**src/rtl/cmp_seq.sv**
```systemverilog
`default_nettype none
// ============================================================================
// Module   : cmp_seq (with helper cmp_byte)
// Purpose  : Multi-byte magnitude comparator. One N-bit comparator is reused
//            across the W bytes of a cell, walking from the MSB byte down.
//            The MSB byte is compared signed when s=1; lower bytes are always
//            compared unsigned, which together gives a full-width compare.
// Ports    : clk  - clock, rising edge
//            rst  - asynchronous active-high reset
//            req  - start request, accepted only while rdy=1
//            s    - 0 unsigned, 1 signed (sampled at accept)
//            a, b - N*W-bit operand cells (sampled at accept)
//            rdy  - high in IDLE
//            done - one-cycle pulse when o holds a new result
//            o    - registered {eq,ne,lt,le,gt,ge}
// Config   : EFORTH1_CMP_EARLY_EXIT_EN - when defined, the operation ends at
//            the first unequal byte; otherwise all W bytes are always walked.
//            Results are identical either way, only latency differs.
// Revision : 1.0 - initial release
// ============================================================================

module cmp_byte #(
   parameter int N = 8
) (
   input  logic [N-1:0] x,
   input  logic [N-1:0] y,
   input  logic         sgn,
   output logic         eq,
   output logic         lt
);
   assign eq = (x == y);

   always_comb begin
      if (sgn) lt = ($signed(x) < $signed(y));
      else     lt = (x < y);
   end
endmodule

module cmp_seq #(
   parameter int N = 8,
   parameter int W = 2
) (
   input  logic           clk,
   input  logic           rst,
   input  logic           req,
   input  logic           s,
   input  logic [N*W-1:0] a,
   input  logic [N*W-1:0] b,
   output logic           rdy,
   output logic           done,
   output logic [5:0]     o
);
   localparam int IW = (W > 1) ? $clog2(W) : 1;

   // {eq,ne,lt,le,gt,ge} for an equal cell
   localparam logic [5:0] c_EQ_RES = 6'b100101;

   typedef enum logic [1:0] {
      IDLE = 2'd0,
      RUN  = 2'd1,
      DONE = 2'd2
   } state_t;

   state_t           r_state, w_state_nx;
   logic [IW-1:0]    r_idx, w_idx_nx;
   logic [5:0]       r_o, w_o_nx;
   logic             r_s;
   logic [N*W-1:0]   r_a, r_b;
   logic             w_load;

   logic [N-1:0]     w_x, w_y;
   logic             w_sgn, w_eq, w_lt;

   // Result for an unequal cell given the deciding byte's lt
   function automatic logic [5:0] f_ne_res(input logic lt);
      return {1'b0, 1'b1, lt, lt, ~lt, ~lt};
   endfunction

   // Byte slice selection for the single comparator
   always_comb begin
      w_x = '0;
      w_y = '0;
      for (int i = 0; i < W; i++) begin
         if (r_idx == IW'(i)) begin
            w_x = r_a[i*N +: N];
            w_y = r_b[i*N +: N];
         end
      end
   end

   // Only the most significant byte carries the sign
   assign w_sgn = r_s & (r_idx == IW'(W-1));

   cmp_byte #(.N(N)) u_cmp (
      .x   (w_x),
      .y   (w_y),
      .sgn (w_sgn),
      .eq  (w_eq),
      .lt  (w_lt)
   );

`ifndef EFORTH1_CMP_EARLY_EXIT_EN
   // Remembers the first unequal byte seen while the walk continues
   logic r_found, w_found_nx;
   logic r_lt,    w_lt_nx;
   logic w_first_lt, w_any_ne;

   assign w_first_lt = r_found ? r_lt : w_lt;
   assign w_any_ne   = r_found | ~w_eq;
`endif

   always_comb begin
      w_state_nx = r_state;
      w_idx_nx   = r_idx;
      w_o_nx     = r_o;
      w_load     = 1'b0;
`ifndef EFORTH1_CMP_EARLY_EXIT_EN
      w_found_nx = r_found;
      w_lt_nx    = r_lt;
`endif
      case (r_state)
         IDLE: begin
            if (req) begin
               w_load     = 1'b1;
               w_idx_nx   = IW'(W-1);
               w_state_nx = RUN;
`ifndef EFORTH1_CMP_EARLY_EXIT_EN
               w_found_nx = 1'b0;
               w_lt_nx    = 1'b0;
`endif
            end
         end
         RUN: begin
`ifdef EFORTH1_CMP_EARLY_EXIT_EN
            if (!w_eq) begin
               w_o_nx     = f_ne_res(w_lt);
               w_state_nx = DONE;
            end else if (r_idx == '0) begin
               w_o_nx     = c_EQ_RES;
               w_state_nx = DONE;
            end else begin
               w_idx_nx   = r_idx - 1'b1;
            end
`else
            if (!r_found && !w_eq) begin
               w_found_nx = 1'b1;
               w_lt_nx    = w_lt;
            end
            if (r_idx == '0) begin
               w_o_nx     = w_any_ne ? f_ne_res(w_first_lt) : c_EQ_RES;
               w_state_nx = DONE;
            end else begin
               w_idx_nx   = r_idx - 1'b1;
            end
`endif
         end
         DONE: begin
            w_state_nx = IDLE;
         end
         default: begin
            w_state_nx = IDLE;
         end
      endcase
   end

   always_ff @(posedge clk or posedge rst) begin
      if (rst) begin
         r_state <= IDLE;
         r_idx   <= '0;
         r_o     <= '0;
         r_s     <= 1'b0;
         r_a     <= '0;
         r_b     <= '0;
      end else begin
         r_state <= w_state_nx;
         r_idx   <= w_idx_nx;
         r_o     <= w_o_nx;
         if (w_load) begin
            r_s <= s;
            r_a <= a;
            r_b <= b;
         end
      end
   end

`ifndef EFORTH1_CMP_EARLY_EXIT_EN
   always_ff @(posedge clk or posedge rst) begin
      if (rst) begin
         r_found <= 1'b0;
         r_lt    <= 1'b0;
      end else begin
         r_found <= w_found_nx;
         r_lt    <= w_lt_nx;
      end
   end
`endif

   // Status outputs decode directly from the state register so reset
   // takes effect on them immediately.
   assign rdy  = (r_state == IDLE);
   assign done = (r_state == DONE);
   assign o    = r_o;

endmodule
`default_nettype wire

```
**config.mk**
```make
export PLATFORM = sky130hd
export DESIGN_NAME = cmp_seq
export DESIGN_NICKNAME = d
export VERILOG_FILES = /design/src/rtl/cmp_seq.sv
export SDC_FILE = /design/constraint.sdc
export NUM_CORES = 1
export LEC_CHECK = 0
export CAP_MARGIN = 20
export CORE_UTILIZATION = 54
export DETAILED_ROUTE_END_ITERATION = 8
export PLACE_DENSITY = 0.88
export SYNTH_ARGS = -nofsm -noshare
export SYNTH_HDL_FRONTEND = slang
export SYNTH_SLANG_ARGS = --single-unit
```
**constraint.sdc**
```tcl
create_clock -name clk -period 4.4 [get_ports clk]
set_input_delay 0.88 -clock clk [delete_from_list [all_inputs] [get_ports clk]]
set_output_delay 0.88 -clock clk [all_outputs]
set_load 0.02 [all_outputs]
```
==> report_table.html, run 1 <==
<table>
<tr><th>Metric</th><th>Value</th></tr>
<tr><th colspan="2">Routing</th></tr>
<tr><td>1st-iter DRT viols</td><td>64</td></tr>
<tr><td>DRC violations left</td><td>0</td></tr>
<tr><td>Per-cell via count in the routed design</td><td>5.55</td></tr>
<tr><td>Routed via count</td><td>1,392</td></tr>
<tr><td>Antenna-violating nets left</td><td>0</td></tr>
<tr><td>Total length of routed wires</td><td>3920 µm</td></tr>
<tr><td>Pre-antenna DRT Iters</td><td>6</td></tr>
<tr><td>Final routed wire length divided by cell count</td><td>15.6 µm</td></tr>
<tr><th colspan="2">Timing</th></tr>
<tr><td>Final critical-path required period</td><td>2840 ps</td></tr>
<tr><td>Number of setup violations in the final report</td><td>0</td></tr>
<tr><td>Achievable clock frequency</td><td>0.352 GHz</td></tr>
<tr><td>Final sum of negative setup slack</td><td>0 ps</td></tr>
<tr><td>Transition at the pin with the smallest max-transition slack</td><td>881 ps</td></tr>
<tr><td>Largest clock skew in the final design</td><td>4.45 ps</td></tr>
<tr><td>Final hold vios</td><td>0</td></tr>
<tr><td>Fraction of the cycle the final worst path needs</td><td>64.5%</td></tr>
<tr><td>Final worst slack</td><td>1560 ps</td></tr>
<tr><td>Max-Slew Margin vs Limit</td><td>41.3%</td></tr>
<tr><td>RSZ-0062 raised after global routing</td><td>no</td></tr>
<tr><td>Number of pins exceeding their max-slew limit in the final report</td><td>0</td></tr>
<tr><th colspan="2">Placed design</th></tr>
<tr><td>Dpl cell area</td><td>2560 µm²</td></tr>
<tr><td>DP Worst Slack</td><td>1660 ps</td></tr>
<tr><td>Sum of net half-perimeters after detailed placement</td><td>2880 µm</td></tr>
<tr><td>Weighted congestion reported at the end of routability-driven placement</td><td>0.810</td></tr>
<tr><td>Port bufs</td><td>43</td></tr>
<tr><th colspan="2">Layout</th></tr>
<tr><td>Post-Layout Inst Area</td><td>2650 µm²</td></tr>
<tr><td>Fin util</td><td>71.9%</td></tr>
<tr><td>Synthesis-to-finish area growth</td><td>26.3%</td></tr>
<tr><td>Number of nets in the layout</td><td>246</td></tr>
<tr><td>Number of antenna repair diodes</td><td>0</td></tr>
<tr><td>Share of post-route cells with drive strength above 1</td><td>26.1%</td></tr>
<tr><th colspan="2">Global routing</th></tr>
<tr><td>Pin count of the biggest net entering global routing</td><td>45</td></tr>
<tr><td>Antenna violations before repair</td><td>0</td></tr>
<tr><td>Total routing resource utilization after global routing</td><td>21.6%</td></tr>
<tr><td>Via count of the first global-routing pass</td><td>1,438</td></tr>
<tr><td>Global route total overflow</td><td>0</td></tr>
<tr><td>Global-route wire length before repair</td><td>6540 µm</td></tr>
<tr><th colspan="2">Logic synthesis</th></tr>
<tr><td>Number of warning messages in the yosys log</td><td>0</td></tr>
<tr><td>Async set-reset flop share out of synthesis</td><td>100%</td></tr>
<tr><td>Cell area after synthesis</td><td>2100 µm²</td></tr>
<tr><td>Prevailing post-synth register cell</td><td>sky130_fd_sc_hd__dfrtp_1</td></tr>
<tr><td>Number of nets in the synthesized netlist</td><td>200</td></tr>
<tr><td>Mean post-synth cell area</td><td>13.5 µm²</td></tr>
<tr><td>Most used standard cells in the synthesized netlist</td><td>44 x sky130_fd_sc_hd__dfrtp_1, 40 x sky130_fd_sc_hd__mux2_2, 9 x sky130_fd_sc_hd__mux2i_1</td></tr>
<tr><td>Number of synthesized flops with an enable pin</td><td>0</td></tr>
<tr><td>Post-synthesis register bit count</td><td>44</td></tr>
<tr><td>Fraction of synthesized cell area taken by the top area cell type</td><td>52.4%</td></tr>
<tr><td>Biggest area contributors in the synthesized netlist</td><td>sky130_fd_sc_hd__dfrtp_1 52%, sky130_fd_sc_hd__mux2_2 21%, sky130_fd_sc_hd__ha_1 4.8%</td></tr>
<tr><td>Largest area contributor in the netlist</td><td>sky130_fd_sc_hd__dfrtp_1</td></tr>
<tr><td>Synthesized instance count</td><td>156</td></tr>
<tr><td>Cell with the most instances after synthesis</td><td>sky130_fd_sc_hd__dfrtp_1</td></tr>
<tr><td>Part of the Yosys area used for sequential elements</td><td>52.4%</td></tr>
<tr><td>Post-synthesis cell type count</td><td>36</td></tr>
<tr><th colspan="2">Critical path</th></tr>
<tr><td>Cell with the largest stage delay on the worst path</td><td>sky130_fd_sc_hd__dfrtp_1</td></tr>
<tr><td>Startpoint types</td><td>flop</td></tr>
<tr><td>Setup slack on the worst flop-to-flop path</td><td>1560 ps</td></tr>
<tr><td>Endpoint of the worst register-to-register path</td><td>o[3]</td></tr>
<tr><td>Data required time at the worst endpoint</td><td>4620 ps</td></tr>
<tr><td>Endpoint arrival time on the critical path</td><td>3050 ps</td></tr>
<tr><td>Crit path largest cell delay</td><td>920 ps</td></tr>
<tr><td>Critical Path Sink Type</td><td>flop</td></tr>
<tr><td>Start of the worst register-to-register path</td><td>r_idx</td></tr>
<tr><td>Maximum fanout along the worst path</td><td>21</td></tr>
<tr><td>Worst Reg-to-Reg Cells</td><td>6</td></tr>
<tr><td>Category of the most critical setup path</td><td>flop to flop</td></tr>
<tr><td>Cell chain of the critical path</td><td>mux2_2 -&gt; ha_1 -&gt; and4_1 -&gt; a221oi_1 -&gt; nand3_1 -&gt; a31oi_1</td></tr>
<tr><th colspan="2">Clock network</th></tr>
<tr><td>Hold Buf Count CTS</td><td>0</td></tr>
<tr><td>Cts repair resizes</td><td>0</td></tr>
<tr><td>Postcts setup bufs</td><td>0</td></tr>
<tr><td>Clock-pin slew on the worst setup and hold paths</td><td>80 ps</td></tr>
<tr><td>Maximum count of clock buffers along a single path</td><td>2</td></tr>
<tr><td>Root buf cell</td><td>sky130_fd_sc_hd__clkbuf_8</td></tr>
<tr><td>CTS H-tree lvls</td><td>2</td></tr>
<tr><td>Inserted Clock Buffers</td><td>5</td></tr>
<tr><td>CTS tree</td><td>yes</td></tr>
<tr><td>Clock insertion delay at the later pin of the skew report</td><td>300 ps</td></tr>
<tr><td>Clk sink count</td><td>44</td></tr>
<tr><th colspan="2">Min path</th></tr>
<tr><td>Hold Path Class</td><td>flop to flop</td></tr>
<tr><td>Terminating pin of the worst hold path</td><td>o[5]</td></tr>
<tr><td>Critical hold path startpoint</td><td>o[5]</td></tr>
<tr><td>Hold-critical path depth</td><td>1</td></tr>
<tr><th colspan="2">Die</th></tr>
<tr><td>Row cnt</td><td>22</td></tr>
<tr><td>Die ar.</td><td>4140 µm²</td></tr>
<tr><td>Starting density of the core</td><td>57.0%</td></tr>
<tr><td>Total I/O pin count</td><td>44</td></tr>
<tr><td>Area inside the core boundary</td><td>3690 µm²</td></tr>
<tr><td>Chip Width</td><td>64.4 µm</td></tr>
<tr><td>Die Height</td><td>64.4 µm</td></tr>
<tr><th colspan="2">Pwr</th></tr>
<tr><td>Highest ir drop seen on vdd</td><td>0.000299 V</td></tr>
<tr><td>Switching power</td><td>0.720 mW</td></tr>
<tr><td>Flop pwr share</td><td>38.8%</td></tr>
<tr><td>Clk pwr share</td><td>12.9%</td></tr>
<tr><td>Combinational power share</td><td>48.3%</td></tr>
<tr><td>Pwr Density</td><td>746 nW/µm²</td></tr>
<tr><td>Final Power</td><td>1.98 mW</td></tr>
<tr><td>Internal power consumption</td><td>1.26 mW</td></tr>
<tr><td>Switching share of total power</td><td>36.4%</td></tr>
<tr><td>Leakage power</td><td>1.15 nW</td></tr>
<tr><th colspan="2">Job</th></tr>
<tr><td>Total of max-cap violations</td><td>0</td></tr>
<tr><th colspan="2">Outcome</th></tr>
<tr><td>Result of the run</td><td>finished, final reports clean</td></tr>
</table>
[power by group through the flow]
| stage | combinational (mW) | clock [mW] | sequential [mW] |
|---|---|---|---|
| 2_1_floorplan | 0.752 | 0 | 0.722 |
| 3_3_place_gp | 0.903 | 0 | 0.764 |
| 3_5_place_dp | 0.941 | 0 | 0.776 |
| 4_1_cts | 0.960 | 0.262 | 0.770 |
| 5_1_grt | 1.05 | 0.279 | 0.797 |
| 6_report | 0.955 | 0.255 | 0.768 |
[registers in the layout (all words and copies together) (netlist names)]
| name | flops |
|---|---|
| r_found | 1 |
| r_s | 1 |
| r_idx | 1 |
| r_a | 16 |
| o | 6 |
| r_state | 2 |
| r_lt | 1 |
| r_b | 16 |
[routing by layer]
layer	track usage [%]	wire, µm	up-vias
met5	0	0	-
met4	8.33	59	0
met3	5.89	182	6
met2	38.2	2070	41
met1	24.7	1610	680
li1	-	-	665
[how the worst max path moves through the flow]
stage,startpoint,to,depth (start not counted)
finish,r_idx,o[3],6
global route,r_idx,o[3],6
CTS,r_idx,o[3],6
detailed placement,r_idx,o[0],6
global placement,r_idx,r_lt,6
floorplan,r_idx,r_lt,9
[layout by cell type (no fill, tap or decap), types with 4 or more instances in the layout]
cell                               n
sky130_fd_sc_hd__inv_1             4
sky130_fd_sc_hd__nand2_1           5
sky130_fd_sc_hd__clkbuf_8          6
sky130_fd_sc_hd__mux2_2           40
sky130_fd_sc_hd__clkdlybuf4s50_1  43
sky130_fd_sc_hd__a21oi_1           5
sky130_fd_sc_hd__ha_1              8
sky130_fd_sc_hd__dfrtp_1          44
sky130_fd_sc_hd__nor2_1            5
sky130_fd_sc_hd__mux2i_1           9
[area by class of cell]
type | instances | area, µm²
clock buffer | 8 | 90.1
tap | 48 | 60.1
fill | 271 | 1040
inverter | 5 | 18.8
timing repair buffer | 45 | 445
multi-input combinational | 101 | 937
sequential | 44 | 1100
[metrics by stage]
stage	hold WS, ps	instances
global placement	463	243
global route	512	251
CTS	494	251
detailed placement	477	243
finish	484	251
floorplan	457	156
[critical path, delay by kind of cell (launching register included)]
| family | cells | cell delay (ps) |
|---|---|---|
| flops | 1 | 920 |
| fa+ha+maj | 1 | 340 |
| simple gates | 2 | 480 |
| compound gates | 2 | 590 |
| mux | 1 | 420 |
[logic make-up (layout without fill, tap and decap cells)]
kind of cell               after synthesis  after routing  share of synthesized area (%)
adders and majority gates                8              8                           4.76
DFF                                     44             44                           52.4
AOI/OAI and AO/OA                       22             22                           7.50
muxes                                   50             50                           26.3
and+or+nand+nor                         21             21                           6.08
buffers and inverters                   11             58                           2.98
No activity file was read; power rests on OpenSTA's default activity.
==> run 2, diff against run 1 <==
CORE_UTILIZATION = 46   (was 54)
PLACE_DENSITY = 0.8   (was 0.88)
clock period = 2.3 ns   (was 4.4 ns; I/O delays follow)
==> run 2 against run 1 <==
Compared with the run above:
- clock power is 91% higher
- die area is 17% higher
- first-iteration DRC count is 13% lower
- design area is 3.0% higher
- count of clock-buffer cells in the layout stayed put
- global-route usage is 3.3 points lower
- sequential power is 82% higher
- power is 100% higher
- clock skew is 1.4 ps lower
- largest cell class unchanged
- critical path type unchanged
- core utilization is 9.6 points lower
- maximum frequency is 28% higher
- via count is 2.3% higher
==> report_table.html, run 2 (synthesis results as in run 1) <==
<table>
<tr><th>Metric</th><th>Value</th></tr>
<tr><th colspan="2">Outcome</th></tr>
<tr><td>Result of the run</td><td>finished, final reports clean</td></tr>
<tr><th colspan="2">Pwr</th></tr>
<tr><td>Leakage power</td><td>1.18 nW (+3.1%)</td></tr>
<tr><td>Final Power</td><td>4.00 mW (+100%)</td></tr>
<tr><td>Pwr Density</td><td>1460 nW/µm² (+96%)</td></tr>
<tr><td>Highest ir drop seen on vdd</td><td>0.000637 V (+110%)</td></tr>
<tr><th colspan="2">Die</th></tr>
<tr><td>Chip Width</td><td>69.6 µm (+8.1%)</td></tr>
<tr><td>Row cnt</td><td>24 (+9.1%)</td></tr>
<tr><td>Die ar.</td><td>4840 µm² (+17%)</td></tr>
<tr><td>Area inside the core boundary</td><td>4380 µm² (+19%)</td></tr>
<tr><td>Total I/O pin count</td><td>44 (unchanged)</td></tr>
<tr><td>Die Height</td><td>69.6 µm (+8.1%)</td></tr>
<tr><td>Starting density of the core</td><td>47.9% (-9.0 points)</td></tr>
<tr><th colspan="2">Timing</th></tr>
<tr><td>Largest clock skew in the final design</td><td>3.08 ps (-1.37 ps)</td></tr>
<tr><td>Max-Slew Margin vs Limit</td><td>63.9% (+23 points)</td></tr>
<tr><td>Transition at the pin with the smallest max-transition slack</td><td>542 ps (-339 ps)</td></tr>
<tr><td>Achievable clock frequency</td><td>0.449 GHz (+28%)</td></tr>
<tr><td>Final worst slack</td><td>74.9 ps (-1490 ps)</td></tr>
<tr><td>Number of setup violations in the final report</td><td>0 (unchanged)</td></tr>
<tr><td>Final critical-path required period</td><td>2230 ps (-614 ps)</td></tr>
<tr><td>Fraction of the cycle the final worst path needs</td><td>96.7% (+32 points)</td></tr>
<tr><td>Final hold vios</td><td>0 (unchanged)</td></tr>
<tr><td>Worst-case hold slack</td><td>488 ps (+4.07 ps)</td></tr>
<tr><td>Number of pins exceeding their max-slew limit in the final report</td><td>0 (unchanged)</td></tr>
<tr><td>Final sum of negative setup slack</td><td>0 ps (unchanged)</td></tr>
<tr><th colspan="2">Critical path</th></tr>
<tr><td>Kind of cell adding the most delay to the critical path</td><td>compound AO/OA/AOI/OAI gates</td></tr>
<tr><td>Crit path largest cell delay</td><td>380 ps (-540 ps)</td></tr>
<tr><td>Category of the most critical setup path</td><td>flop to flop</td></tr>
<tr><td>Critical path buffers and inverters</td><td>2 (+2)</td></tr>
<tr><td>Start of the worst register-to-register path</td><td>r_idx</td></tr>
<tr><td>Critical Path Sink Type</td><td>flop</td></tr>
<tr><td>Cell with the largest stage delay on the worst path</td><td>sky130_fd_sc_hd__dfrtp_1</td></tr>
<tr><td>Data required time at the worst endpoint</td><td>2520 ps (-2100 ps)</td></tr>
<tr><td>Startpoint types</td><td>flop</td></tr>
<tr><td>Worst Reg-to-Reg Cells</td><td>8 (+2)</td></tr>
<tr><td>Endpoint arrival time on the critical path</td><td>2440 ps (-610 ps)</td></tr>
<tr><td>Setup slack on the worst flop-to-flop path</td><td>70 ps (-1490 ps)</td></tr>
<tr><td>Cell chain of the critical path</td><td>buf_6 -&gt; buf_4 -&gt; mux2i_1 -&gt; ha_1 -&gt; and4_4 -&gt; a211o_1 -&gt; a2111o_1 -&gt; o211ai_2</td></tr>
<tr><td>Endpoint of the worst register-to-register path</td><td>r_lt</td></tr>
<tr><td>Maximum fanout along the worst path</td><td>9 (-57%)</td></tr>
<tr><th colspan="2">Layout</th></tr>
<tr><td>Most common cell after layout, fill and taps aside</td><td>sky130_fd_sc_hd__dfrtp_1</td></tr>
<tr><td>Number of antenna repair diodes</td><td>0 (unchanged)</td></tr>
<tr><td>Post-Layout Inst Area</td><td>2730 µm² (+3.0%)</td></tr>
<tr><td>Top library cells by usage in the layout, fill and taps aside</td><td>44 x sky130_fd_sc_hd__dfrtp_1, 43 x sky130_fd_sc_hd__clkdlybuf4s50_1, 40 x sky130_fd_sc_hd__mux2_2, 9 x sky130_fd_sc_hd__mux2i_1, 7 x sky130_fd_sc_hd__ha_1</td></tr>
<tr><td>Number of nets in the layout</td><td>252 (+2.4%)</td></tr>
<tr><td>Fill cell total of the finished layout</td><td>330 (+22%)</td></tr>
<tr><td>Synthesis-to-finish area growth</td><td>30.0%</td></tr>
<tr><td>Share of post-route cells with drive strength above 1</td><td>29.7% (+3.6 points)</td></tr>
<tr><td>Non-Filler Instances</td><td>261 (+4.0%)</td></tr>
<tr><td>Fin util</td><td>62.3% (-9.6 points)</td></tr>
<tr><th colspan="2">Placed design</th></tr>
<tr><td>Weighted congestion reported at the end of routability-driven placement</td><td>0.866 (+6.8%)</td></tr>
<tr><td>Number of placed cells counting well taps</td><td>251 (+3.3%)</td></tr>
<tr><td>Dpl cell area</td><td>2600 µm² (+1.4%)</td></tr>
<tr><td>Port bufs</td><td>43 (unchanged)</td></tr>
<tr><td>Sum of net half-perimeters after detailed placement</td><td>3040 µm (+5.6%)</td></tr>
<tr><td>DP Worst Slack</td><td>16.5 ps (-1640 ps)</td></tr>
<tr><th colspan="2">Global routing</th></tr>
<tr><td>Via count of the first global-routing pass</td><td>1,492 (+3.8%)</td></tr>
<tr><td>Antenna violations before repair</td><td>0 (unchanged)</td></tr>
<tr><td>Global route total overflow</td><td>0 (unchanged)</td></tr>
<tr><td>Global-route wire length before repair</td><td>6920 µm (+5.8%)</td></tr>
<tr><td>Total routing resource utilization after global routing</td><td>18.4% (-3.3 points)</td></tr>
<tr><td>Pin count of the biggest net entering global routing</td><td>45 (unchanged)</td></tr>
<tr><th colspan="2">Clock network</th></tr>
<tr><td>CTS tree</td><td>yes</td></tr>
<tr><td>Maximum count of clock buffers along a single path</td><td>2 (unchanged)</td></tr>
<tr><td>Root buf cell</td><td>sky130_fd_sc_hd__clkbuf_8</td></tr>
<tr><td>Clk sink count</td><td>44 (unchanged)</td></tr>
<tr><td>Clock-pin slew on the worst setup and hold paths</td><td>80 ps (about the same)</td></tr>
<tr><td>Clock insertion delay at the later pin of the skew report</td><td>290 ps (about the same)</td></tr>
<tr><td>Hold Buf Count CTS</td><td>0 (unchanged)</td></tr>
<tr><td>CTS H-tree lvls</td><td>2 (unchanged)</td></tr>
<tr><td>Inserted Clock Buffers</td><td>5 (unchanged)</td></tr>
<tr><th colspan="2">Min path</th></tr>
<tr><td>Hold Path Class</td><td>flop to flop</td></tr>
<tr><td>Terminating pin of the worst hold path</td><td>o[5]</td></tr>
<tr><td>Hold-critical path depth</td><td>1 (unchanged)</td></tr>
<tr><td>Critical hold path startpoint</td><td>o[5]</td></tr>
<tr><th colspan="2">Routing</th></tr>
<tr><td>Routed via count</td><td>1,424 (+2.3%)</td></tr>
<tr><td>Total length of routed wires</td><td>4100 µm (+4.5%)</td></tr>
<tr><td>Final routed wire length divided by cell count</td><td>15.7 µm (+0.46%)</td></tr>
<tr><td>Antenna-violating nets left</td><td>0 (unchanged)</td></tr>
<tr><td>1st-iter DRT viols</td><td>56 (-13%)</td></tr>
<tr><td>Per-cell via count in the routed design</td><td>5.46 (-1.6%)</td></tr>
<tr><td>Pre-antenna DRT Iters</td><td>4 (-2)</td></tr>
<tr><td>DRC violations left</td><td>0 (unchanged)</td></tr>
<tr><th colspan="2">Job</th></tr>
<tr><td>Total of max-cap violations</td><td>0 (unchanged)</td></tr>
</table>
==> run 2: cell count changes in the layout (fill, tap and decap cells not counted), sizes merged <==
cell  previous run  this run
buf              2         8
==> run 2: final cells by class <==
cell class,instances,area (µm²),share of cell area (%)
Sequential cell,44,1100,40.3
Inverter,5,18.8,0.687
Multi-Input combinational cell,101,958,35.1
Clock buffer,8,90.1,3.30
Tap cell,52,65.1,2.38
Timing Repair Buffer,51,498,18.2
==> run 2: worst max-delay path by stage <==
stage,from,endpoint,slack [ps],cells after the start
2_1_floorplan,r_idx,r_lt,50,9
3_3_place_gp,r_idx,r_lt,100,7
4_1_cts,r_idx,r_lt,50,7
5_1_grt,r_idx,r_lt,-4,8
3_5_place_dp,r_idx,r_lt,20,7
6_report,r_idx,r_lt,70,8
==> run 2: repair_timing <==
action                                 in CTS  in global routing
gates resized for setup                     4                  2
endpoints found under the hold margin       0                  0
pin swaps                                   1                  0
buffers inserted                            1                  1
cloned                                      0                  0
setup endpoints to repair                   1                  5
==> run 2: layer usage <==
metal  part of all wire, %  GRT usage [%]
met4                   1.7           6.80
met1                    43           23.5
met3                   4.5           4.94
met5                     0              0
met2                    51           29.9
==> run 2: power breakdown <==
| part | leakage [nW] | switching (mW) | internal, mW |
|---|---|---|---|
| registers | 0.518 | 0.242 | 1.16 |
| logic | 0.619 | 0.962 | 1.15 |
| clock network | 0.0455 | 0.242 | 0.245 |
